<file path="config.mk">
export PLATFORM = sky130hd
export DESIGN_NAME = aria_round_ctrl
export DESIGN_NICKNAME = d
export VERILOG_FILES = /design/src/rtl/aria_pkg.sv /design/src/rtl/aria_rk_addr_gen.sv /design/src/rtl/aria_round_ctrl.sv
export SDC_FILE = /design/constraint.sdc
export NUM_CORES = 1
export LEC_CHECK = 0
export CAP_MARGIN = 10
export CORE_MARGIN = 5
export CORE_UTILIZATION = 37
export DETAILED_ROUTE_END_ITERATION = 6
export GPL_TIMING_DRIVEN = 1
export PLACE_DENSITY = 0.67
export SLEW_MARGIN = 20
export SYNTH_ARGS = -nofsm -noshare
export SYNTH_HDL_FRONTEND = slang
export SYNTH_SLANG_ARGS = --single-unit
</file>
<file path="constraint.sdc">
create_clock -name clk -period 5 [get_ports clk]
set_input_delay 1.25 -clock clk [delete_from_list [all_inputs] [get_ports clk]]
set_output_delay 1.25 -clock clk [all_outputs]
set_load 0.02 [all_outputs]
</file>
<file path="src/rtl/aria_pkg.sv">
// Shared encodings for the ARIA round sequencer: L1 opcodes, key-length codes,
// round counts and FSM state encoding.
package aria_pkg;

  localparam logic [1:0] OP_INIT = 2'b00;
  localparam logic [1:0] OP_ARK  = 2'b01;
  localparam logic [1:0] OP_LT   = 2'b10;
  localparam logic [1:0] OP_CLR  = 2'b11;

  localparam logic [1:0] KL_128  = 2'b00;
  localparam logic [1:0] KL_192  = 2'b01;
  localparam logic [1:0] KL_256  = 2'b10;
  localparam logic [1:0] KL_RSVD = 2'b11;

  localparam logic [4:0] NR_128 = 5'd12;
  localparam logic [4:0] NR_192 = 5'd14;
  localparam logic [4:0] NR_256 = 5'd16;

  typedef enum logic [3:0] {
    S_IDLE, S_ARK0, S_ARK1, S_SL_REQ, S_SL_WAIT, S_LOAD,
    S_LT, S_FIN0, S_FIN1, S_DONE, S_CLR
  } state_e;

  // Reserved code maps to 0; callers must never start on it.
  function automatic logic [4:0] nrounds(input logic [1:0] kl);
    case (kl)
      KL_128:  return NR_128;
      KL_192:  return NR_192;
      KL_256:  return NR_256;
      default: return 5'd0;
    endcase
  endfunction

endpackage

</file>
<file path="src/rtl/aria_rk_addr_gen.sv">
// Round-key selector: phase 0 picks W[p] directly, phase 1 picks
// W[(p+1) mod 4] rotated by class g, where p/g come from (r-1).
module aria_rk_addr_gen (
  input  logic [4:0] r_i,
  input  logic       phase_i,
  output logic [5:0] rk_addr_o
);

  logic [4:0] rm1;
  logic [1:0] p;
  logic [2:0] g;

  assign rm1 = r_i - 5'd1;
  assign p   = rm1[1:0];
  assign g   = rm1[4:2];

  always_comb begin
    if (!phase_i) rk_addr_o = {3'b000, p, 1'b1};
    else          rk_addr_o = {g, p + 2'd1, 1'b0};
  end

endmodule

</file>
<file path="src/rtl/aria_round_ctrl.sv">
// Moore sequencer for the ARIA round datapath. Outputs are registered from the
// next-state decode so they line up with the state and never see an input combinationally.
module aria_round_ctrl
  import aria_pkg::*;
(
  input  logic       clk,
  input  logic       rst_n,
  input  logic       start,
  input  logic [1:0] key_len,
  input  logic       abort,
  input  logic       sl_done,
  output logic       sl_start,
  output logic       l1_en,
  output logic [1:0] l1_op,
  output logic [5:0] rk_addr,
  output logic       flg_ltinv,
  output logic       r_ready,
  output logic       busy,
  output logic       done
);

  state_e     state_q, state_d;
  logic [4:0] r_q, r_d;
  logic [4:0] n_q, n_d;
  logic [1:0] lt_q, lt_d;

  logic       sl_start_d, l1_en_d, flg_d, r_ready_d, busy_d, done_d;
  logic [1:0] l1_op_d;
  logic [5:0] rk_addr_d, rk_gen;
  logic       rk_phase, rk_sel;

  always_comb begin
    state_d = state_q;
    r_d     = r_q;
    n_d     = n_q;
    lt_d    = lt_q;
    if (abort) begin
      state_d = S_CLR;
    end else begin
      case (state_q)
        S_IDLE: if (start && key_len != KL_RSVD) begin
          n_d     = nrounds(key_len);
          r_d     = 5'd1;
          state_d = S_ARK0;
        end
        S_ARK0:    state_d = S_ARK1;
        S_ARK1:    state_d = S_SL_REQ;
        S_SL_REQ:  state_d = S_SL_WAIT;
        S_SL_WAIT: if (sl_done) state_d = S_LOAD;
        S_LOAD: begin
          if (r_q < n_q) begin
            lt_d    = 2'd0;
            state_d = S_LT;
          end else begin
            r_d     = r_q + 5'd1;
            state_d = S_FIN0;
          end
        end
        S_LT: begin
          lt_d = lt_q + 2'd1;
          if (lt_q == 2'd3) begin
            r_d     = r_q + 5'd1;
            state_d = S_ARK0;
          end
        end
        S_FIN0:  state_d = S_FIN1;
        S_FIN1:  state_d = S_DONE;
        S_DONE:  state_d = S_IDLE;
        S_CLR:   state_d = S_IDLE;
        default: state_d = S_IDLE;
      endcase
    end
  end

  assign rk_phase = (state_d == S_ARK1) || (state_d == S_FIN1);
  assign rk_sel   = (state_d == S_ARK0) || (state_d == S_ARK1) ||
                    (state_d == S_FIN0) || (state_d == S_FIN1);

  aria_rk_addr_gen u_rk (
    .r_i       (r_d),
    .phase_i   (rk_phase),
    .rk_addr_o (rk_gen)
  );

  // Decode of the state being entered; registered below alongside the state.
  always_comb begin
    sl_start_d = (state_d == S_SL_REQ);
    flg_d      = (state_d == S_LT) && !r_d[0];
    r_ready_d  = (state_d == S_IDLE);
    busy_d     = (state_d != S_IDLE);
    done_d     = (state_d == S_DONE);
    rk_addr_d  = rk_sel ? rk_gen : 6'd0;
    l1_en_d    = 1'b0;
    l1_op_d    = OP_INIT;
    case (state_d)
      S_ARK0, S_ARK1, S_FIN0, S_FIN1: begin l1_en_d = 1'b1; l1_op_d = OP_ARK; end
      S_LOAD: begin l1_en_d = 1'b1; l1_op_d = OP_INIT; end
      S_LT:   begin l1_en_d = 1'b1; l1_op_d = OP_LT;   end
      S_CLR:  begin l1_en_d = 1'b1; l1_op_d = OP_CLR;  end
      default: ;
    endcase
  end

  always_ff @(posedge clk or negedge rst_n) begin
    if (!rst_n) begin
      state_q   <= S_IDLE;
      r_q       <= 5'd0;
      n_q       <= 5'd0;
      lt_q      <= 2'd0;
      sl_start  <= 1'b0;
      l1_en     <= 1'b0;
      l1_op     <= OP_INIT;
      rk_addr   <= 6'd0;
      flg_ltinv <= 1'b0;
      r_ready   <= 1'b1;
      busy      <= 1'b0;
      done      <= 1'b0;
    end else begin
      state_q   <= state_d;
      r_q       <= r_d;
      n_q       <= n_d;
      lt_q      <= lt_d;
      sl_start  <= sl_start_d;
      l1_en     <= l1_en_d;
      l1_op     <= l1_op_d;
      rk_addr   <= rk_addr_d;
      flg_ltinv <= flg_d;
      r_ready   <= r_ready_d;
      busy      <= busy_d;
      done      <= done_d;
    end
  end

endmodule

</file>
==> results_dict.tcl, run 1 <==
set metrics [dict create \
    outcome "finished, final reports clean" \
    synthMuxAreaShare_pct 2.87 \
    fin_total_pwr_mw 0.724 \
    skew_ns 0.00343 \
    overflow 0 \
    layout_min_cycle_time_ns 3.72 \
    utilization_pct 45.5 \
    clock_path_buffers 2 \
    avgSynthCellArea_um2 10.4 \
    peakVddDrop_mv 0.170 \
    hold_depth 2 \
    grt_pass1_vias 1144 \
    crit_arrival_ns 3.92 \
    path_class "in -> reg" \
    synth_edf_count 0 \
    synth-xor-area-share_pct 1.78 \
    grt_max_degree 29 \
    core_area_um2 3940 \
    seq_area_frac_synth_pct 47.4 \
    die_area_um2 5370 \
    clock_sinks 28 \
    crit_path_frequent_cell "inv_1" \
    path_clk_slew_ns 0.10 \
    crit_cells 10 \
    max_slew.worst_pin.slew_ns 0.846 \
    nets 178 \
    period_share_pct 74.3 \
    slew_headroom_pct 42.9 \
    synth_top_cell_area_share_pct 45.6 \
    wl_per_cell_um 14.0 \
    place_congestion 0.847 \
    final_area_um2 1790 \
    netlist_area_um2 1480 \
    finalSetupTns_ns 0 \
    ioPinCount 21 \
    crit_chain "clkdlybuf4s50_1 > nor2_2 > o31ai_2 > nor3_1 > mux2i_1 > inv_1 > ha_1 > inv_1 > or4_1 > a21oi_1" \
    synth.net_count 156 \
    critPathMaxStageDelay_ns 0.56 \
    drt_wl_total_um 3000 \
    antennaDiodeCount 0 \
    yosys.area_share.adder_pct 5.07 \
    leakagePower_nw 0.825 \
    vias 1104 \
    grt_usage_pct 12.6 \
    report.final.slew_viol_count 0 \
    initial_core_util_pct 37.5 \
    cp-start-kind "primary input" \
    synth_area_leaders "dfrtp_1 (46%), ha_1 (5.1%), nand2_1 (3.0%)" \
    hp-class "reg -> reg" \
    cp_top_family "simple AND/OR/NAND/NOR gates" \
    hold_buffers 0 \
    postRouteAntennaNets 0 \
    placed_cell_area_um2 1720 \
    max_freq_ghz 0.269 \
    numPortBuffers 20 \
    cts_setup_buffers 0 \
    antenna_found_initial 0 \
    drt-pass1-iter-count 4 \
    drive_gt1_share_pct 11.0 \
    drt_iter0_drc 33 \
    post-synth-top-count-cell "dfrtp_1" \
    cts_resized 0 \
    synth_top_family_by_area "simple AND/OR/NAND/NOR gates" \
    insertion_delay_ns 0.28 \
    row_count 23 \
    cp_slowest_cell "clkdlybuf4s50_1" \
    crit_fanout 8 \
    dieHeight_um 73.3 \
    syn_inst 143 \
    rsz0062_at_grt "false" \
    area_growth_pct 21.2 \
    cts_buffers 3 \
    synthDistinctLibCells 52 \
    vias_per_cell 5.16 \
    worst_r2r_path_depth 10 \
    maxCapViolations 0 \
    synthArstFlopShare_pct 100 \
    dieWidth_um 73.3 \
    drcViolationCount 0 \
    ctsRootBufferMaster "clkbuf_8" \
    cts-htree-levels 1 \
    synth-main-ff-cell "dfrtp_1" \
    end_kind "flip-flop" \
    dp_hpwl_um 2240 \
    setup_violations 0 \
    hold_violations 0 \
    required_ns 5.21 \
    powerDensity_nw_per_um2 403 \
    synth_compound_gate_area_share_pct 18.5 \
    yosys_warnings 0 \
    yosys.area.top_type "dfrtp_1" \
    synth_simple_gate_area_share_pct 19.9 \
    ys_ff_latch 28 \
    crit_buf_inv 3 \
    cts_tree "yes" \
    grt_pass1_wl_um 5310 \
    synthTopCellsByCount "dfrtp_1 (27), nand2_1 (12), inv_1 (10)" \
]
report_power, final:
| part | internal (mW) | switching, mW | leakage (nW) |
|---|---|---|---|
| sequential | 0.269 | 0.0309 | 0.352 |
| combinational | 0.116 | 0.125 | 0.437 |
| clock | 0.107 | 0.0752 | 0.0357 |
| total | 0.492 | 0.231 | 0.825 |
worst min-delay path, delay by kind of cell (launching register included):
kind             cells  cell delay [ns]
flip-flops           1             0.36
AO/OA/AOI/OAI        1             0.06
AND/OR/NAND/NOR      1             0.05
placed cells by master (no fill, tap or decap), types with 2 or more instances in the layout:
cell type,count
a21boi_0,2
a21o_1,3
a21oi_1,6
a22o_1,2
clkbuf_8,3
clkdlybuf4s50_1,20
dfrtp_1,27
ha_1,6
inv_1,10
mux2_2,2
mux2i_1,2
nand2_1,12
nand2b_1,4
nand3_1,5
nor2_1,7
nor2_2,2
nor2b_1,3
nor3_1,5
o211a_1,2
o211ai_1,2
o21ai_0,5
or3_1,2
xnor2_1,3
cell families after synthesis:
logic type,Yosys count
flops,28
buf+inv,14
mux,4
simple gates,52
xor+xnor,3
fa+ha+maj,6
compound gates,36
area by class of cell:
class | count | area (um2)
Multi-Input combinational cell | 101 | 713
Inverter | 10 | 37.5
Sequential cell | 28 | 702
Timing Repair Buffer | 21 | 208
Fill cell | 358 | 2150
Clock buffer | 3 | 41.3
Tap cell | 50 | 62.6
Clock inverter | 1 | 30.0
flip-flops by register name (all words and copies together), names as in the netlist:
register   flops
busy           1
state_q        4
sl_start       1
n_q            3
l1_op          2
flg_ltinv      1
rk_addr        6
r_q            5
done           1
r_ready        1
l1_en          1
lt_q           2
per-stage QoR:
| step | cells | worst slack (ns) | hold WS [ns] |
|---|---|---|---|
| final | 214 | 1.28 | 0.503 |
| after global routing | 214 | 1.01 | 0.536 |
| after CTS | 214 | 1.30 | 0.517 |
| after detailed placement | 210 | 1.02 | 0.487 |
| after global placement | 210 | 1.17 | 0.471 |
| after floorplan | 143 | 1.92 | 0.441 |
final timing paths:
check | from | end | slack, ns
max | abort | rk_addr[5]$_DFF_PN0_ | 1.28
min | n_q[1]$_DFFE_PN0P_ | n_q[1]$_DFFE_PN0P_ | 0.50
max reg2reg | r_q[2]$_DFF_PN0_ | rk_addr[5]$_DFF_PN0_ | 1.93
min reg2reg | n_q[1]$_DFFE_PN0P_ | n_q[1]$_DFFE_PN0P_ | 0.50
max in group asynchronous | rst_n | r_ready$_DFF_PN1_ | 3.35
min in group asynchronous | rst_n | r_q[4]$_DFF_PN0_ | 1.35
routing by layer:
layer  global-route usage [%]  share of wire (%)  vias to the layer above
met5                        0                  0                        -
met4                     3.69               0.67                        0
met3                     2.60                3.1                        2
met2                     22.5                 52                        7
met1                     15.1                 44                      541
li1                         -                  -                      554
Note: power is estimated with default switching activity, not from simulation.
==> inputs of run 2 (changes only) <==
- PLACE_DENSITY: 0.67 -> 0.69
- clock period: 5 -> 3.3 ns (I/O delays scaled with it)
==> results_dict.tcl, run 2 (same netlist as run 1, synthesis figures left out) <==
set metrics [dict create \
    cts_tree "yes" \
    postRouteAntennaNets 0 \
    wl_per_cell_um 13.5 \
    cts_setup_buffers 0 \
    skew_ns 0.00426 \
    cts-htree-levels 1 \
    cts_buffers 3 \
    end_kind "flip-flop" \
    finalSetupTns_ns 0 \
    area_growth_pct 25.3 \
    dieWidth_um 73.3 \
    powerDensity_nw_per_um2 599 \
    largest_register_ffs 6 \
    crit_fanout 7 \
    antenna_found_initial 0 \
    hold_buffers 0 \
    drt_iter0_drc 24 \
    outcome "finished, final reports clean" \
    drt-pass1-iter-count 4 \
    slew_headroom_pct 69.0 \
    ctsRootBufferMaster "clkbuf_8" \
    grt_usage_pct 12.7 \
    clock_path_buffers 2 \
    initial_core_util_pct 37.5 \
    clock_sinks 28 \
    vias 1158 \
    setup_violations 0 \
    numPortBuffers 20 \
    die_area_um2 5370 \
    insertion_delay_ns 0.28 \
    drt_wl_total_um 3000 \
    hold_violations 0 \
    antennaDiodeCount 0 \
    report.final.slew_viol_count 0 \
    grt_pass1_wl_um 5380 \
    max_slew.worst_pin.slew_ns 0.461 \
    utilization_pct 47.0 \
    path_class "reg -> reg" \
    layout_min_cycle_time_ns 2.99 \
    final_common_cell "dfrtp_1" \
    maxCapViolations 0 \
    dp_hpwl_um 2310 \
    layout_common_cells "dfrtp_1 (27), clkdlybuf4s50_1 (20), nand2_1 (12)" \
    crit_arrival_ns 3.19 \
    hp-class "reg -> reg" \
    grt_max_degree 29 \
    core_area_um2 3940 \
    top_register "rk_addr" \
    peakVddDrop_mv 0.331 \
    overflow 0 \
    place_congestion 0.867 \
    grt.met3_usage_pct 2.33 \
    dieHeight_um 73.3 \
    drive_gt1_share_pct 15.1 \
    rsz0062_at_grt "false" \
    top_regs "rk_addr: 6 flops, r_q: 5 flops, state_q: 4 flops" \
    period_share_pct 90.6 \
    grt_pass1_vias 1175 \
    cp-start-kind "flip-flop" \
    row_count 23 \
    met2_usage_pct 21.6 \
    leakagePower_nw 0.864 \
    grt-busiest-layer "met2" \
    drcViolationCount 0 \
    nets 186 \
    cts_resized 0 \
    grt_use_met1_pct 15.8 \
    required_ns 3.51 \
    ioPinCount 21 \
    max_freq_ghz 0.335 \
    n_fill_cell 360 \
    path_clk_slew_ns 0.09 \
    fin_total_pwr_mw 1.11 \
    vias_per_cell 5.22 \
]
==> run 2: through the flow <==
stage | area [um2] | setup WS (ns) | cells | hold slack (ns)
floorplan | 1480 | 0.552 | 143 | 0.441
global placement | 1780 | 0.129 | 218 | 0.469
detailed placement | 1780 | 0.0650 | 218 | 0.488
CTS | 1850 | 0.316 | 222 | 0.510
global route | 1850 | 0.0528 | 222 | 0.528
finish | 1850 | 0.311 | 222 | 0.500
==> run 2: worst paths after layout <==
kind / cells past startpoint / slack (ns) / start / end
hold reg to reg: 2 / 0.50 / n_q[3]$_DFFE_PN0P_ / n_q[3]$_DFFE_PN0P_
max in group asynchronous: 2 / 2.07 / rst_n / r_ready$_DFF_PN1_
setup / recovery: 10 / 0.31 / r_q[2]$_DFF_PN0_ / rk_addr[5]$_DFF_PN0_
min in group asynchronous: 2 / 0.92 / rst_n / rk_addr[3]$_DFF_PN0_
hold / removal: 2 / 0.50 / n_q[3]$_DFFE_PN0P_ / n_q[3]$_DFFE_PN0P_
setup reg to reg: 10 / 0.31 / r_q[2]$_DFF_PN0_ / rk_addr[5]$_DFF_PN0_
==> run 2: routing by layer <==
layer,vias to the layer above,wire length (um)
li1,569,-
met1,573,1340
met2,12,1540
met3,4,74
met4,0,39
met5,-,0
==> run 2: cell type report <==
type	instances	area [um2]	area share [%]
clock buffer	3	41.3	2.23
sequential	28	702	37.9
clock inverter	1	30.0	1.62
inverter	10	37.5	2.02
timing repair buffer	29	268	14.4
tap	50	62.6	3.37
multi-input combinational	101	713	38.5
==> run 2: worst max-delay path: stages (launching register included) <==
cell	delay (ns)
dfrtp_1	0.45
ha_1	0.23
or3b_1	0.43
a211oi_2	0.31
o31a_1	0.33
mux2i_1	0.14
inv_1	0.11
ha_1	0.18
inv_1	0.06
or4_1	0.53
a21oi_1	0.16
==> run 2: where the power goes <==
part	total, mW	switching, mW	internal (mW)
logic	0.385	0.196	0.189
registers	0.455	0.0477	0.408
clock network	0.269	0.107	0.162
